## src/rtl/mem_access.sv

```systemverilog
// mem_access: single-outstanding load/store unit between the execute stage and a req/ack data bus.
// Define MEM_TIMEOUT_EN to abort an access whose dmem_ack has not arrived after TIMEOUT_CYC wait cycles.
module mem_access #(
    parameter int TIMEOUT_CYC = 255
) (
    input  logic        clk,
    input  logic        rst,
    input  logic        EX_x_rd_vld,
    input  logic [31:0] EX_x_rd,
    input  logic [4:0]  EX_rd,
    input  logic [31:0] EX_MEMaddr,
    input  logic [3:0]  EX_MEMrden,
    input  logic        EX_MEMrden_SEXT,
    input  logic [3:0]  EX_MEMwren,
    input  logic [31:0] EX_MEMwrdata,
    output logic        dmem_req,
    output logic [3:0]  dmem_we,
    output logic [31:0] dmem_addr,
    output logic [31:0] dmem_wdata,
    input  logic [31:0] dmem_rdata,
    input  logic        dmem_ack,
    output logic        MEM_x_rd_vld,
    output logic [31:0] MEM_x_rd,
    output logic [4:0]  MEM_rd,
    output logic        MEM_stall,
    output logic        MEM_bus_err
);
    typedef enum logic {IDLE, WAIT} state_t;
    state_t state, state_nxt;
    logic access, tmo, is_load, cap_vld, cap_sext, unused_bits;
    logic [4:0] cap_rd;
    logic [3:0] cap_rden;
    logic [7:0] ld_byte;
    logic [15:0] ld_half;
    logic [31:0] ld_data;
    assign access = (EX_MEMrden != 4'b0) || (EX_MEMwren != 4'b0);
    assign is_load = cap_rden != 4'b0;
    assign unused_bits = ^EX_MEMaddr[1:0] ^ (TIMEOUT_CYC != 0);
`ifdef MEM_TIMEOUT_EN
    localparam int CW = $clog2(TIMEOUT_CYC + 1) > 8 ? $clog2(TIMEOUT_CYC + 1) : 8;
    logic [CW-1:0] wait_cnt;
    // Held at zero while idle so every access starts counting from zero.
    always_ff @(posedge clk)
        if (rst || state == IDLE) wait_cnt <= '0;
        else if (!dmem_ack) wait_cnt <= wait_cnt + 1'b1;
    assign tmo = state == WAIT && !dmem_ack && wait_cnt == CW'(TIMEOUT_CYC - 1);
`else
    assign tmo = 1'b0;
`endif
    always_ff @(posedge clk)
        if (rst) state <= IDLE;
        else state <= state_nxt;
    always_comb
        state_nxt = state == IDLE ? (access ? WAIT : IDLE) : (dmem_ack || tmo ? IDLE : WAIT);
    always_comb begin
        MEM_stall = state == WAIT;
        ld_byte = cap_rden[3] ? dmem_rdata[31:24] : cap_rden[2] ? dmem_rdata[23:16] :
                  cap_rden[1] ? dmem_rdata[15:8] : dmem_rdata[7:0];
        ld_half = cap_rden[3] ? dmem_rdata[31:16] : dmem_rdata[15:0];
        case (cap_rden)
            4'b0001, 4'b0010, 4'b0100, 4'b1000: ld_data = {{24{cap_sext & ld_byte[7]}}, ld_byte};
            4'b0011, 4'b1100: ld_data = {{16{cap_sext & ld_half[15]}}, ld_half};
            4'b1111: ld_data = dmem_rdata;
            default: ld_data = 32'b0;
        endcase
    end
    always_ff @(posedge clk) begin
        if (rst) begin
            dmem_req <= 1'b0;
            dmem_we <= 4'b0;
            dmem_addr <= 32'b0;
            dmem_wdata <= 32'b0;
            MEM_x_rd_vld <= 1'b0;
            MEM_x_rd <= 32'b0;
            MEM_rd <= 5'b0;
            MEM_bus_err <= 1'b0;
            cap_rd <= 5'b0;
            cap_vld <= 1'b0;
            cap_sext <= 1'b0;
            cap_rden <= 4'b0;
        end else begin
            MEM_x_rd_vld <= 1'b0;
            MEM_bus_err <= tmo;
            if (state == IDLE) begin
                if (access) begin
                    dmem_req <= 1'b1;
                    dmem_we <= EX_MEMwren;
                    dmem_addr <= {EX_MEMaddr[31:2], 2'b00};
                    dmem_wdata <= EX_MEMwrdata;
                    cap_rd <= EX_rd;
                    cap_vld <= EX_x_rd_vld;
                    cap_sext <= EX_MEMrden_SEXT;
                    // A store masks out the read lanes so it never produces writeback.
                    cap_rden <= EX_MEMwren != 4'b0 ? 4'b0 : EX_MEMrden;
                end else begin
                    MEM_x_rd_vld <= EX_x_rd_vld;
                    MEM_x_rd <= EX_x_rd;
                    MEM_rd <= EX_rd;
                end
            end else if (dmem_ack) begin
                dmem_req <= 1'b0;
                MEM_rd <= cap_rd;
                MEM_x_rd <= ld_data;
                MEM_x_rd_vld <= cap_vld & is_load;
            end else if (tmo) begin
                dmem_req <= 1'b0;
            end
        end
    end
endmodule

```

## config.mk

```make
export PLATFORM = sky130hd
export DESIGN_NAME = mem_access
export DESIGN_NICKNAME = d
export VERILOG_FILES = /design/src/rtl/mem_access.sv
export SDC_FILE = /design/constraint.sdc
export NUM_CORES = 1
export LEC_CHECK = 0
export BUFFER_PORTS_ARGS = -buffer_cell sky130_fd_sc_hd__buf_2
export CAP_MARGIN = 20
export CORE_MARGIN = 1.5
export CORE_UTILIZATION = 50
export DETAILED_ROUTE_END_ITERATION = 10
export PLACE_DENSITY = 0.88
export SLEW_MARGIN = 10
export SYNTH_ARGS = -nofsm -noshare
export SYNTH_HDL_FRONTEND = slang
export SYNTH_SLANG_ARGS = --single-unit
```

## constraint.sdc

```tcl
create_clock -name clk -period 6.1 [get_ports clk]
set_input_delay 0.61 -clock clk [delete_from_list [all_inputs] [get_ports clk]]
set_output_delay 0.61 -clock clk [all_outputs]
set_load 0.05 [all_outputs]
```

==> impl_results.md <==
* Outcome: finished, final reports clean
* Placed cells at 1011
* Root Driver: clkbuf_8
* Least-Margin Pin Slew at 1010 ps
* Fraction of registers with async set/reset at 0%
* Synth Instances at 679
* Critical-path cell list: nand2_1 > o31ai_4 > buf_4 > nor2_1 > a211o_1 > a31oi_1
* DPL Wire Length at 11300 um
* TritonCTS Buffers at 17
* DR vias/cell at approximately 5.5
* H-Tree Depth at 4
* FF+latch count, synth at 117
* Final setup fails at 0
* Layout cells sized above 1 at approximately a third
* Worst-skew pair later-pin latency at roughly 500 ps
* Slowest stage cell, crit path: dfxtp_1
* Layout Nets at 1041
* Number of distinct library cells after synthesis at 48
* DRC Markers at 0
* Max Fanout on Critical Path at 30
* RSZ-0062 raised after global routing: false
* Syn avg cell area at 7.78 um2
* Routed WL at 16300 um
* Core Util, Final at 69.3%
* DIE WIDTH at 106 um
* Pwr Total at 2260 uW
* Max-slew headroom at roughly 32%
* Final Cycle Share at 52.0%
* Gpl congestion at 0.915
* Clock Skew at about 8.9 ps
* Min-delay worst type: input port to register
* Gr ovfl total at 0
* Setup Buffers After CTS at 0
* CTS tree: done
* Finished Layout Cells at around 1000
* Sequential share of the synthesized area at 44.3%
* Final Cell Area at 7120 um2
* Achievable clock frequency at 0.316 GHz
* Die H at 106 um
* Kind of critical path: register to register
* Vias at roughly 5800
* # resized after CTS at 0
* Max Buffers Root-to-Sink at 2
* Placed Area at 6500 um2
* Max Cap Viol at 0
* Flop-to-flop setup slack at 2930 ps
* Initial Util at 51.4%
* Min Tclk post-route at about 3200 ps
* WL per Instance at 15.6 um
* P_leak at 0.00327 uW
* Die area at between 10000 and 15000 um2
* Clock sinks at 117
* Final setup TNS at 0 ps
* Initial DRC Count at 456
* GR Util All Layers at 29.2%
* Synthesis-to-finish area growth at 34.8%
* Mapped Area at 5290 um2
* Largest net degree at the start of global routing at 79
* CTS clk-pin slew, worst paths at 70 ps
* # rows at 37
* Antenna violations before repair at 1
* Remaining antenna violation count at 0
* Primary FF master, synth: dfxtp_1
* Pwr dens at 318 nW/um2
* Hold Violations, Final at 0
* Worst Setup End Kind: register
* Max VDD drop at 0.184 mV
* Ports at 255
* Register area at 2340 um2
* Multi-input logic area at 2670 um2
* Drt pass-1 iters at 6
* WP data arrival at 3590 ps
* Max Slew Vio Count at 0
* First-pass GRT wire length at 26000 um
* Critical Path Start Type: register
* Hold_buf cts at 0
* Ys Warns at 0
* Slowest stage delay, CP at 990 ps
* # fillers at between 900 and 1000
* I/O Buffers at 249
* Req. time, crit path at 6530 ps
* Total core area at 10300 um2
* Number of global-route vias before repair at 5493
* Count of flip-flops with a built-in enable after synthesis at 0
worst max-delay path, delay by kind of cell (launching register included):
| kind | cells | cell delay [ps] |
|---|---|---|
| DFF | 1 | 990 |
| and+or+nand+nor | 2 | 910 |
| AOI/OAI and AO/OA | 3 | 770 |
| buffers and inverters | 1 | 410 |
where the power goes:
group          internal (uW)  switching, uW
combinational            111            281
sequential               810           26.5
clock                    646            390
per-layer routing:
layer | vias to the layer above | share of wire (%) | global-route usage (%)
met2 | 293 | 49 | 48.5
li1 | 2803 | - | -
met3 | 42 | 8.9 | 7.36
met1 | 2616 | 39 | 35.1
met4 | 0 | 3.2 | 13.9
met5 | - | 0 | 0
cells in the mapped netlist (all sizes together), types with 2 or more instances:
master | count | share of area, %
a211o | 18 | 3.0
a211oi | 14 | 2.1
a21boi | 6 | 0.85
a21oi | 90 | 8.5
a221oi | 5 | 0.83
a22oi | 8 | 1.1
a31oi | 11 | 1.3
a32o | 7 | 1.3
and2 | 3 | 0.40
and3 | 2 | 0.24
buf | 21 | 2.3
clkbuf | 42 | 3.0
dfxtp | 117 | 44
mux2i | 24 | 4.5
nand2 | 176 | 12
nand2b | 2 | 0.24
nand3 | 11 | 1.0
nor2 | 43 | 3.1
nor4b | 2 | 0.33
nor4bb | 2 | 0.38
o211ai | 6 | 0.85
o21ai | 47 | 4.5
o21bai | 2 | 0.28
o221ai | 2 | 0.33
or2 | 2 | 0.24
or4 | 2 | 0.36
worst paths after layout:
kind	from	endpoint	depth (start not counted)
worst max register to register	MEM_stall	MEM_x_rd[16]	6
worst min-delay path	EX_MEMaddr[3]	dmem_addr[3]	3
worst min register to register	dmem_wdata[8]	dmem_wdata[8]	2
worst max-delay path	MEM_stall	MEM_x_rd[16]	6
state kept, by name, indices dropped and copies added (netlist names), 4 cells and up:
| register | flops |
|---|---|
| cap_rden | 4 |
| dmem_wdata | 32 |
| dmem_we | 4 |
| cap_rd | 5 |
| dmem_addr | 30 |
| MEM_x_rd | 32 |
| MEM_rd | 5 |
through the flow:
stage | setup slack (ps) | hold slack (ps)
6_report | 2930 | 340
5_1_grt | 2740 | 322
4_1_cts | 2910 | 323
3_5_place_dp | 2940 | 443
3_3_place_gp | 3020 | 438
2_1_floorplan | 3700 | 433
logic make-up (layout without fill, tap and decap cells):
logic type	Yosys count	count (layout)	share of synthesized area, %
flops	117	117	44.3
other cells	1	4	0.0710
mux	24	24	4.55
buf+inv	64	291	5.42
xor+xnor	1	1	0.166
compound gates	221	221	25.9
simple gates	251	251	19.5
area by class of cell:
type                            count  area share (%)
Timing Repair Buffer              258            18.4
Multi-Input combinational cell    500            37.5
Clock inverter                     14            2.67
Inverter                            1          0.0527
Clock buffer                       18            6.01
Tap cell                          136            2.39
Antenna cell                        1          0.0351
Sequential cell                   117            32.9
cell usage in the layout (no fill, tap or decap), types with 3 or more instances in the layout:
master and instances:
clkbuf_16 16, buf_4 9, a21boi_0 6, mux2i_1 24, a32o_1 7, dfxtp_1 117, o21ai_0 45, inv_6 3
a221oi_1 5, a211oi_1 13, a21oi_1 90, nor2_1 42, o211ai_1 6, conb_1 3, clkinv_4 5, bufinv_16 3
buf_2 248, a211o_1 18, a22oi_1 8, a31oi_1 11, nand2_1 176, nand3_1 11
(Power assumes the default switching activity.)
